**src/rtl/uart_mux_pkg.sv**
```systemverilog
// uart_mux_pkg: shared types and constants for the line-atomic UART multiplexer.
//   mux_state_e  - arbiter/serialiser FSM states
//   CH_*         - newline and "[k] " tag characters
//   src_width()  - width of a channel index (at least 1 bit)
package uart_mux_pkg;

   typedef enum logic [1:0] {
      IDLE   = 2'd0,
      PREFIX = 2'd1,
      BODY   = 2'd2
   } mux_state_e;

   localparam logic [7:0] CH_NEWLINE  = 8'h0A;
   localparam logic [7:0] CH_LBRACKET = 8'h5B;
   localparam logic [7:0] CH_RBRACKET = 8'h5D;
   localparam logic [7:0] CH_SPACE    = 8'h20;
   localparam logic [7:0] CH_DIGIT0   = 8'h30;

   function automatic int src_width(input int nch);
      return (nch > 1) ? $clog2(nch) : 1;
   endfunction

endpackage

```
**src/rtl/uart_line_mux_if.sv**
```systemverilog
// uart_line_mux_if: merged output character stream (ready/valid).
//   out_valid - character valid
//   out_ch    - character
//   out_src   - channel that produced out_ch
//   out_ready - consumer accepts on out_valid && out_ready
// master = the multiplexer, slave = the console consumer.
interface uart_line_mux_if #(
   parameter int NCH = 4
);
   import uart_mux_pkg::*;

   localparam int SRC_W = src_width(NCH);

   logic             out_valid;
   logic [7:0]       out_ch;
   logic [SRC_W-1:0] out_src;
   logic             out_ready;

   modport master (output out_valid, output out_ch, output out_src, input out_ready);
   modport slave  (input out_valid, input out_ch, input out_src, output out_ready);

endinterface

```
**src/rtl/uart_line_fifo.sv**
```systemverilog
// uart_line_fifo: per-channel character FIFO with line bookkeeping.
// Ports:
//   clock, reset_n - clock and synchronous active-low reset
//   push/push_data - incoming character strobe (no backpressure)
//   pop            - remove head character
//   head           - current head character
//   empty          - FIFO holds nothing
//   last_entry     - exactly one entry held and no write this cycle, so a
//                    pop now leaves the FIFO empty
//   overflow       - sticky: a character was dropped because the FIFO was full
//   eligible       - a complete line is held, the FIFO is full, or the
//                    partial line has been idle for TIMEOUT cycles
module uart_line_fifo
   import uart_mux_pkg::*;
#(
   parameter int DEPTH   = 64,
   parameter int TIMEOUT = 1024
) (
   input  logic       clock,
   input  logic       reset_n,
   input  logic       push,
   input  logic [7:0] push_data,
   input  logic       pop,
   output logic [7:0] head,
   output logic       empty,
   output logic       last_entry,
   output logic       overflow,
   output logic       eligible
);

   localparam int AW = $clog2(DEPTH);
   localparam int TW = (TIMEOUT > 0) ? $clog2(TIMEOUT + 1) : 1;
   localparam logic [TW-1:0] TIMER_MAX = TW'(TIMEOUT);

   logic [7:0]    mem [DEPTH];
   logic [AW:0]   wr_ptr;
   logic [AW:0]   rd_ptr;
   logic [AW:0]   level;
   logic [AW:0]   line_cnt;
   logic [TW-1:0] timer;
   logic          full;
   logic          push_ok;
   logic          pop_ok;
   logic          push_nl;
   logic          pop_nl;

   assign level   = wr_ptr - rd_ptr;
   assign empty   = (wr_ptr == rd_ptr);
   assign full    = (wr_ptr[AW] != rd_ptr[AW]) && (wr_ptr[AW-1:0] == rd_ptr[AW-1:0]);
   assign head    = mem[rd_ptr[AW-1:0]];

   // Fullness is judged on the state at the start of the cycle; a pop in
   // the same cycle does not make room for the write.
   assign push_ok = push && !full;
   assign pop_ok  = pop && !empty;
   assign push_nl = push_ok && (push_data == CH_NEWLINE);
   assign pop_nl  = pop_ok && (head == CH_NEWLINE);

   assign last_entry = (level == (AW+1)'(1)) && !push_ok;

   // The timeout term also needs data present: the timer holds its value for
   // the cycle right after the last pop.
   assign eligible = (line_cnt != '0) || full
                     || ((TIMEOUT != 0) && (timer == TIMER_MAX) && !empty);

   always_ff @(posedge clock) begin
      if (push_ok) begin
         mem[wr_ptr[AW-1:0]] <= push_data;
      end
   end

   always_ff @(posedge clock) begin
      if (!reset_n) begin
         wr_ptr   <= '0;
         rd_ptr   <= '0;
         line_cnt <= '0;
         timer    <= '0;
         overflow <= 1'b0;
      end else begin
         if (push_ok) begin
            wr_ptr <= wr_ptr + (AW+1)'(1);
         end
         if (pop_ok) begin
            rd_ptr <= rd_ptr + (AW+1)'(1);
         end
         if (push && full) begin
            overflow <= 1'b1;
         end
         case ({push_nl, pop_nl})
            2'b10:   line_cnt <= line_cnt + (AW+1)'(1);
            2'b01:   line_cnt <= line_cnt - (AW+1)'(1);
            default: ;
         endcase
         if (push_ok || empty) begin
            timer <= '0;
         end else if (timer != TIMER_MAX) begin
            timer <= timer + TW'(1);
         end
      end
   end

endmodule

```
**src/rtl/uart_line_mux.sv**
```systemverilog
// uart_line_mux: collects characters from NCH UART channels, buffers them per
// line and serialises whole lines onto one ready/valid stream so output from
// different cores never interleaves mid-line.
// Ports:
//   clock, reset_n - clock and synchronous active-low reset
//   in_valid[k]    - character strobe of channel k (no backpressure)
//   in_ch          - channel k character in bits [8k+7:8k]
//   overflow[k]    - sticky: channel k dropped a character
//   bus            - merged output stream (uart_line_mux_if.master)
// Build option: define UART_PREFIX_EN to precede every burst with "[k] ".
// Outputs are decoded from registered FSM state and the FIFO head, so they
// stay put while out_valid && !out_ready and allow one character per cycle.
//
// state  | meaning
// IDLE   | no burst; pick next eligible channel round-robin
// PREFIX | emit "[k] " for the granted channel (UART_PREFIX_EN only)
// BODY   | drain granted FIFO until newline popped or FIFO empty
module uart_line_mux
   import uart_mux_pkg::*;
#(
   parameter int NCH     = 4,
   parameter int DEPTH   = 64,
   parameter int TIMEOUT = 1024
) (
   input  logic             clock,
   input  logic             reset_n,
   input  logic [NCH-1:0]   in_valid,
   input  logic [NCH*8-1:0] in_ch,
   output logic [NCH-1:0]   overflow,
   uart_line_mux_if.master  bus
);

   localparam int SW = src_width(NCH);

   mux_state_e    state;
   mux_state_e    state_n;
   logic [SW-1:0] grant;
   logic [SW-1:0] grant_n;
   logic [SW-1:0] rr_ptr;
   logic [SW-1:0] rr_n;
   logic [SW-1:0] rr_after_grant;
   logic [SW-1:0] sel;
   logic [SW-1:0] cand;
   logic          sel_found;
   logic          body_pop;
   logic          out_valid;
   logic [7:0]    out_ch;
   logic [NCH-1:0] eligible;
   logic [NCH-1:0] empty;
   logic [NCH-1:0] last_entry;
   logic [NCH-1:0] pop;
   logic [7:0]     head [NCH];
`ifdef UART_PREFIX_EN
   logic [1:0]    pidx;
   logic [1:0]    pidx_n;
`endif

   function automatic logic [SW-1:0] wrap_add(input logic [SW-1:0] base, input int off);
      int s;
      s = int'(base) + off;
      if (s >= NCH) begin
         s = s - NCH;
      end
      return SW'(s);
   endfunction

   for (genvar k = 0; k < NCH; k++) begin : g_ch
      assign pop[k] = body_pop && (grant == SW'(k));

      uart_line_fifo #(
         .DEPTH   (DEPTH),
         .TIMEOUT (TIMEOUT)
      ) u_fifo (
         .clock      (clock),
         .reset_n    (reset_n),
         .push       (in_valid[k]),
         .push_data  (in_ch[8*k +: 8]),
         .pop        (pop[k]),
         .head       (head[k]),
         .empty      (empty[k]),
         .last_entry (last_entry[k]),
         .overflow   (overflow[k]),
         .eligible   (eligible[k])
      );
   end

   assign rr_after_grant = wrap_add(grant, 1);

   // First eligible channel at or after the round-robin pointer.
   always_comb begin
      sel       = '0;
      cand      = '0;
      sel_found = 1'b0;
      for (int i = 0; i < NCH; i++) begin
         cand = wrap_add(rr_ptr, i);
         if (!sel_found && eligible[cand]) begin
            sel       = cand;
            sel_found = 1'b1;
         end
      end
   end

   always_ff @(posedge clock) begin
      if (!reset_n) begin
         state  <= IDLE;
         grant  <= '0;
         rr_ptr <= '0;
`ifdef UART_PREFIX_EN
         pidx   <= '0;
`endif
      end else begin
         state  <= state_n;
         grant  <= grant_n;
         rr_ptr <= rr_n;
`ifdef UART_PREFIX_EN
         pidx   <= pidx_n;
`endif
      end
   end

   always_comb begin
      state_n   = state;
      grant_n   = grant;
      rr_n      = rr_ptr;
      body_pop  = 1'b0;
      out_valid = 1'b0;
      out_ch    = '0;
`ifdef UART_PREFIX_EN
      pidx_n    = pidx;
`endif
      case (state)
         IDLE: begin
            if (sel_found) begin
               grant_n = sel;
`ifdef UART_PREFIX_EN
               state_n = PREFIX;
               pidx_n  = '0;
`else
               state_n = BODY;
`endif
            end
         end
`ifdef UART_PREFIX_EN
         PREFIX: begin
            out_valid = 1'b1;
            case (pidx)
               2'd0:    out_ch = CH_LBRACKET;
               2'd1:    out_ch = CH_DIGIT0 + 8'(grant);
               2'd2:    out_ch = CH_RBRACKET;
               default: out_ch = CH_SPACE;
            endcase
            if (bus.out_ready) begin
               pidx_n = pidx + 2'd1;
               if (pidx == 2'd3) begin
                  state_n = BODY;
               end
            end
         end
`endif
         BODY: begin
            if (!empty[grant]) begin
               out_valid = 1'b1;
               out_ch    = head[grant];
               if (bus.out_ready) begin
                  body_pop = 1'b1;
                  if ((head[grant] == CH_NEWLINE) || last_entry[grant]) begin
                     state_n = IDLE;
                     rr_n    = rr_after_grant;
                  end
               end
            end else begin
               // Nothing left to send; release the channel.
               state_n = IDLE;
               rr_n    = rr_after_grant;
            end
         end
         default: state_n = IDLE;
      endcase
   end

   assign bus.out_valid = out_valid;
   assign bus.out_ch    = out_ch;
   assign bus.out_src   = out_valid ? grant : '0;

endmodule

```
**src/flat_wrapper.sv**
```systemverilog
// flat-port wrapper written by rule: the top's interface ports become plain ports
module uart_line_mux_flat import uart_mux_pkg::*;
#(
   parameter int NCH     = 4,
   parameter int DEPTH   = 64,
   parameter int TIMEOUT = 1024
)
  (clock, reset_n, in_valid, in_ch, overflow, bus_out_valid, bus_out_ch, bus_out_src, bus_out_ready);
  uart_line_mux_if #(.NCH(NCH)) bus_i ();
  input  logic clock;
  input  logic reset_n;
  input  logic [NCH-1:0] in_valid;
  input  logic [NCH*8-1:0] in_ch;
  output logic [NCH-1:0] overflow;
  output wire logic [$bits(bus_i.out_valid)-1:0] bus_out_valid;
  output wire logic [$bits(bus_i.out_ch)-1:0] bus_out_ch;
  output wire logic [$bits(bus_i.out_src)-1:0] bus_out_src;
  input wire logic [$bits(bus_i.out_ready)-1:0] bus_out_ready;
  assign bus_out_valid = bus_i.out_valid;
  assign bus_out_ch = bus_i.out_ch;
  assign bus_out_src = bus_i.out_src;
  assign bus_i.out_ready = bus_out_ready;
  uart_line_mux #(.NCH(NCH), .DEPTH(DEPTH), .TIMEOUT(TIMEOUT)) u_core (.clock(clock), .reset_n(reset_n), .in_valid(in_valid), .in_ch(in_ch), .overflow(overflow), .bus(bus_i));
endmodule
```
**config.mk**
```make
export PLATFORM = sky130hd
export DESIGN_NAME = uart_line_mux_flat
export DESIGN_NICKNAME = d
export VERILOG_FILES = /design/src/rtl/uart_mux_pkg.sv /design/src/rtl/uart_line_mux_if.sv /design/src/rtl/uart_line_fifo.sv /design/src/rtl/uart_line_mux.sv /design/src/flat_wrapper.sv
export SDC_FILE = /design/constraint.sdc
export NUM_CORES = 2
export LEC_CHECK = 0
export ABC_AREA = 1
export ABC_CLOCK_PERIOD_IN_PS = 5100
export CAP_MARGIN = 15
export CORE_MARGIN = 10
export CORE_UTILIZATION = 28
export CTS_BUF_LIST = sky130_fd_sc_hd__clkbuf_8
export CTS_CLUSTER_DIAMETER = 200
export DETAILED_ROUTE_END_ITERATION = 7
export HOLD_SLACK_MARGIN = 0.15
export PLACE_DENSITY_LB_ADDON = 0.08
export SLEW_MARGIN = 10
export SYNTH_ARGS = -nofsm -noshare
export SYNTH_HDL_FRONTEND = slang
export SYNTH_SLANG_ARGS = --single-unit
export TNS_END_PERCENT = 5
```
**constraint.sdc**
```tcl
create_clock -name clock -period 5.1 [get_ports clock]
set_input_delay 0.765 -clock clock [delete_from_list [all_inputs] [get_ports clock]]
set_output_delay 0.765 -clock clock [all_outputs]
set_load 0.005 [all_outputs]
```
Word level (Yosys, flattened, before mapping). Memories as Yosys holds them, arrays and structs flattened. A register that Yosys moved wholly into a read port is not among the register bits. Index checks and enable logic that the tools add are counted. W data, S select, Z words.

Bits in registers: 138. Bits of input ports: 39. Memories: 4. Word-level logic and storage cells: 271. Bits in writable memories: 2048.

Muxes and demuxes: 64. Bitwise operators: 2. Reduce and logical (&&, ||, !) cells: 86. Eq/ne operators: 48. $add $sub $neg: 33. Magnitude comparators: 11.

Memories: u_core.g_ch[0].u_fifo.mem (words 64, width 8, read ports 1, clocked after memory_dff 1, wr ports 1, RTL line uart_line_fifo.sv:35) `logic [7:0] mem [DEPTH];`; u_core.g_ch[1].u_fifo.mem (words 64, width 8, read ports 1, clocked after memory_dff 1, wr ports 1, RTL line uart_line_fifo.sv:35); u_core.g_ch[2].u_fifo.mem (words 64, width 8, read ports 1, clocked after memory_dff 1, wr ports 1, RTL line uart_line_fifo.sv:35); u_core.g_ch[3].u_fifo.mem (words 64, width 8, read ports 1, clocked after memory_dff 1, wr ports 1, RTL line uart_line_fifo.sv:35).

Operator list (number): $add A7 B1 Y7 const B (12); $eq A8 B4 Y1 const B (9); $pmux W7 S2 (4); $mux W6 (8); $add A11 B1 Y11 const B (4); $eq A11 B11 Y1 const B (4); $ne A11 B11 Y1 const B (4); $logic_and A1 B1 Y1 (39); $mux W2 (17); $mux W8 (4); $eq A7 B1 Y1 const B (4); $eq A7 B7 Y1 (4); $reduce_bool A7 Y1 (4); $sub A7 B1 Y7 const B (4); $sub A7 B7 Y7 (4); $eq A6 B6 Y1 (4); $mux W1 (23); $bmux W8 S2 (1); $ge A3 B3 Y1 const B (5); $logic_not A1 Y1 (15); $lt A2 B3 Y1 const B (5); $eq A2 B2 Y1 const B (7); $logic_or A1 B1 Y1 (13); $bmux W1 S2 (6); 17 further kinds (40).

Longest topological paths before layout.
Depth after elaboration: 18. Depth in mapped cells: 30.

Cells and area by module. Synthesis repeated with hierarchy kept, for this count alone.

Cell total of the unflattened synthesis: 8396. Area, all modules: 92927.9 µm².

By module, submodules not included: uart_line_fifo (u_core.g_ch[1].u_fifo ...) (cells an instance 2053, times used 2, area each 22973.3 µm²); uart_line_fifo (u_core.g_ch[0].u_fifo) (cells an instance 2049, times used 1, area each 23077.1 µm²); uart_line_fifo (u_core.g_ch[3].u_fifo) (cells an instance 2055, times used 1, area each 22918.2 µm²); uart_line_mux (cells an instance 186, times used 1, area each 985.9 µm²).

Worst setup path before layout. OpenSTA, ideal clock, no wires.

Path type: reg2reg. From: register u_core.g_ch[3].u_fifo.rd_ptr[3]. To: register u_core.g_ch[2].u_fifo.line_cnt[6]. Buffers on the path: 0. Arrival time: 3.786 ns. Library setup time: 0.119 ns. Cell stages (with the launch flop): 28. Clock period less this slack: 3.906 ns. Path slack: 1.194 ns. Path through: dfxtp_1 -> inv_1 -> ha_1 -> nand2_1 -> nor2_1 -> and3_1 -> nand2_1 -> nor2_1 -> o21ai_1 -> o21ai_2 -> nor2_4 -> nand2_4 -> nor2_4 -> inv_1 -> a21oi_1 -> nand2_1 -> nor4b_1 -> ha_1 -> inv_1 -> fa_1 -> o21ai_0 -> nand2_1 -> a21oi_1 -> nor2_1 -> nand2_1 -> nand3_1 -> o21ai_0 -> a21oi_1.

Longest elaborated chain between the ends: 10.

RTL lines: start, declared (RTL line uart_line_fifo.sv:37) `logic [AW:0] rd_ptr;`; start signal, assigned (RTL line uart_line_fifo.sv:84) `rd_ptr <= rd_ptr + (AW+1)'(1);`; $eq A7 B7 Y1 * (RTL line uart_line_fifo.sv:48) `assign empty = (wr_ptr == rd_ptr);`; $bmux W1 S2 * (RTL line uart_line_mux.sv:161) `if (!empty[grant]) begin`; $mux W1 (implied by the code) * (RTL line uart_line_mux.sv:161); $mux W1 * (RTL line uart_line_mux.sv:161); $mux W1 * (RTL line uart_line_mux.sv:131) `case (state)`; $logic_and A1 B1 Y1 * (RTL line uart_line_mux.sv:68) `assign pop[k] = body_pop && (grant == SW'(k));`; $logic_and A1 B1 Y1 * (RTL line uart_line_fifo.sv:55) `assign pop_ok = pop && !empty;`; $logic_and A1 B1 Y1 * (RTL line uart_line_fifo.sv:57) `assign pop_nl = pop_ok && (head == CH_NEWLINE);`; $eq A2 B1 Y1 or $eq A2 B2 Y1 (tied branches) (RTL line uart_line_fifo.sv:89) `case ({push_nl, pop_nl})`; $pmux W7 S2 or $reduce_bool A2 Y1 (tied branches); end signal, assigned (RTL line uart_line_fifo.sv:90) `2'b10: line_cnt <= line_cnt + (AW+1)'(1);`; end signal, assigned (RTL line uart_line_fifo.sv:91) `2'b01: line_cnt <= line_cnt - (AW+1)'(1);`; end, declared (RTL line uart_line_fifo.sv:39) `logic [AW:0] line_cnt;`.

Mark *: on every way between the ends. The rest lies on a longest branch, timed or not. The select of a mux whose other input is x is not followed. A chain may end at the register's enable or synchronous reset.

==> flow_summary.json <==
{
  "synthArstFlopShare_pct": 0,
  "netlist.area_leader.share_pct": 66.02,
  "synth_top_area_cell": "edfxtp_1",
  "slew_headroom_pct": 35.52,
  "place_area_sq_um": 100600,
  "cts-root-buf": "clkbuf_8",
  "whs_endpoint": "u_core.g_ch[2].u_fifo.wr_ptr[2]$_SDFFE_PN0P_",
  "fin_crit_ns": 4.951,
  "cts_sinks": 2209,
  "required_ns": 4.34,
  "r2r_end": "u_core.g_ch[3].u_fifo.line_cnt[6]$_SDFFE_PN0P_",
  "synth.net_count": 8530,
  "finClkSkew_ns": 0.05546,
  "cts_tree": "done",
  "status": "finished clean",
  "nFillCells": 33533,
  "worstPathArrival_ns": 4.19,
  "dp_slack_ns": 0.3327,
  "power_density_nw_per_um2": 337.7,
  "timing.hold.ws_ns": 0.3203,
  "synth-edff-count": 2048,
  "num_io_pins": 54,
  "dp_hpwl_um": 176800,
  "ys_ff_latch": 2209,
  "drc_errors": 0,
  "finalHoldViolations": 0,
  "fin_ws_ns": 0.1489,
  "rows": 211,
  "grt_pass1_wl_um": 431300,
  "io_buffers": 53,
  "gp_congestion": 0.8396,
  "ys_top_cells_by_area": "edfxtp_1 (66%), nand2_1 (11%), nand3_1 (9.8%), dfxtp_1 (3.5%), nor2_1 (1.6%)",
  "worst_pin_slew_ns": 0.9620,
  "cts_htree_levels": 5,
  "start_util_pct": 28.16,
  "drtIter0Drc": 4733,
  "holdCritStartpoint": "reset_n",
  "grt_remaining_overflow": 0,
  "clock_path_buffers": 4,
  "die_w_um": 596.8,
  "die_area_sq_um": 356200,
  "p_leak_nw": 39.63,
  "crit_path_start_kind": "flop",
  "vdd_ir_drop_max_v": 0.0002048,
  "yosysMostFrequentCell": "nand2_1",
  "grt_max_degree": 92,
  "drive_above_1_share_pct": 12.13,
  "ys_warn_count": 0,
  "syn-cell-area_sq_um": 93160,
  "max_freq_mhz": 202.0,
  "stdcell_count": 13602,
  "syn_to_final_growth_pct": 16.68,
  "clkTransAtPathRegs_ns": 0.06,
  "wl_um": 296500,
  "rsz0062_at_grt": "true",
  "fin_area_sq_um": 108700,
  "cts_made_buffers": 397,
  "power_mw": 36.71,
  "setup_viol": 0,
  "yosysSeqAreaShare_pct": 69.48,
  "dieHeight_um": 596.8,
  "max_cap_viol_count": 0,
  "rr_worst_depth": 24,
  "slew_violations": 0,
  "netlist_instances": 8415,
  "reg2reg_setup_slack_ns": 0.46,
  "hp-class": "primary input to flop",
  "fin_crit_sh_pct": 97.08,
  "via_count": 63470,
  "hold_depth": 3,
  "dp.cells": 12852,
  "grtUsageTotal_pct": 15.94,
  "ys_types": 52,
  "antenna_found_initial": 12,
  "core_area_sq_um": 330800,
  "final_antenna_net_count": 0,
  "end_kind": "output pin",
  "synthTopCellsByCount": "nand2_1 (2,777), edfxtp_1 (2,048), nand3_1 (1,816)",
  "clk_latency_ns": 1.06,
  "final_nets": 9045,
  "criticalPathCategory": "flop to output pin",
  "wl_per_cell_um": 21.80,
  "crit_fanout": 29,
  "synth_ff_type": "edfxtp_1",
  "grt_pass1_vias": 62800,
  "viasPerCell": 4.666,
  "syn-mean-instance-area_sq_um": 11.07,
  "firstDrtPassIters": 6
}
-- repair_timing --
item                                    4_1_cts  5_1_grt
hold buffers                                  4        0
resized for setup                            59       25
pin swaps                                     2        1
endpoints found under the hold margin        26        0
buffers inserted                             19       10
cloned                                        8        5
endpoints found under the setup margin        8        9
-- worst max path at each step --
| stage | startpoint | end | cells past startpoint |
|---|---|---|---|
| final | flop | bus_out_ch[7] | 15 |
| after global placement | u_core.g_ch[3].u_fifo.rd_ptr[3]$_SDFFE_PN0N_ | u_core.g_ch[0].u_fifo.line_cnt[6]$_SDFFE_PN0P_ | 29 |
| after CTS | flop | bus_out_ch[5] | 17 |
| after global routing | flop | bus_out_ch[2] | 12 |
| after detailed placement | flop | u_core.g_ch[3].u_fifo.line_cnt[6]$_SDFFE_PN0P_ | 22 |
| after floorplan | u_core.g_ch[3].u_fifo.rd_ptr[3]$_SDFFE_PN0N_ | u_core.g_ch[2].u_fifo.line_cnt[6]$_SDFFE_PN0P_ | 27 |
-- where the power goes --
part | leakage [nW] | switching, mW | internal [mW]
combinational | 15.7 | 1.16 | 0.350
sequential | 19.7 | 0.0364 | 19.9
clock | 4.16 | 7.48 | 7.82
-- cell usage in the layout, fill, tap and decap left out, drive strengths merged, types with 3 or more instances in the layout --
cell           count
xor2              43
nor3              60
inv              382
dfxtp            161
dlymetal6s2s       3
nand4             44
nor2             400
buf              545
bufinv             6
clkbuf           423
xnor2             14
a21oi            109
nand2           2779
clkdlybuf4s50     17
fa                 8
a31oi              7
and3               7
mux2i              5
nor4              19
edfxtp          2048
o221ai             4
clkinvlp           6
nand3           1821
o21ai             91
clkinv           125
ha                68
diode              4
nor3b              7
or2                5
a211oi             7
dlygate4sd3        4
-- logic make-up after synthesis --
| kind of cell | synth area share (%) |
|---|---|
| XOR/XNOR | 0.5440 |
| flip-flops | 69.48 |
| multiplexers | 0.05373 |
| buffers and inverters | 3.879 |
| AND/OR/NAND/NOR | 23.69 |
| adder cells (fa/ha/maj) | 1.085 |
| AO/OA/AOI/OAI | 1.275 |
-- metal layers --
metal	GRT usage [%]	vias to the layer above	share of wire (%)
met5	0	-	0
met4	4.848	0	2.9
met3	2.083	449	4.3
met2	25.81	1417	46
met1	22.28	31198	47
li1	-	30406	-
-- registers in the layout, summed over array words and instances, names as in the netlist, named ones only --
register and flops:
u_core.g_ch.u_fifo.overflow 4, u_core.state 1, u_core.grant 2, u_core.g_ch.u_fifo.mem 2048
u_core.g_ch.u_fifo.rd_ptr 28, u_core.rr_ptr 2, u_core.g_ch.u_fifo.line_cnt 28, u_core.g_ch.u_fifo.timer 44
u_core.g_ch.u_fifo.wr_ptr 28
-- layout make-up --
type	instances	area (sq um)	area share [%]
diodes	4	10.01	0.009209
clock buffers	419	5767	5.305
clock inverters	282	1320	1.214
inverters	234	987.2	0.9082
multi-input cells	5510	25030	23.02
flip-flops and latches	2209	64760	59.58
well taps	4366	5463	5.026
repair buffers	575	5333	4.906
repair inverters	3	33.78	0.03108
-- stage by stage --
step	setup TNS (ns)	util (%)
4_1_cts	-0.001480	32.77
3_5_place_dp	0	30.41
5_1_grt	-0.01876	32.86
6_report	0	32.86
3_3_place_gp	0	30.41
2_1_floorplan	0	-
-- worst max-delay path, cell delays in order (launching register included) --
cell and delay (ns):
dfxtp_4 0.39, inv_4 0.21, buf_12 0.26, buf_4 0.24, nand3_1 0.09, nand3_1 0.07
nand2_1 0.10, nand2_1 0.07, nand3_1 0.13, nand3_1 0.11, nand2_1 0.22, nand2_1 0.15
nand3_2 0.21, nand2_1 0.23, nor2_1 0.06, clkdlybuf4s50_1 0.51
(Power assumes the default switching activity.)
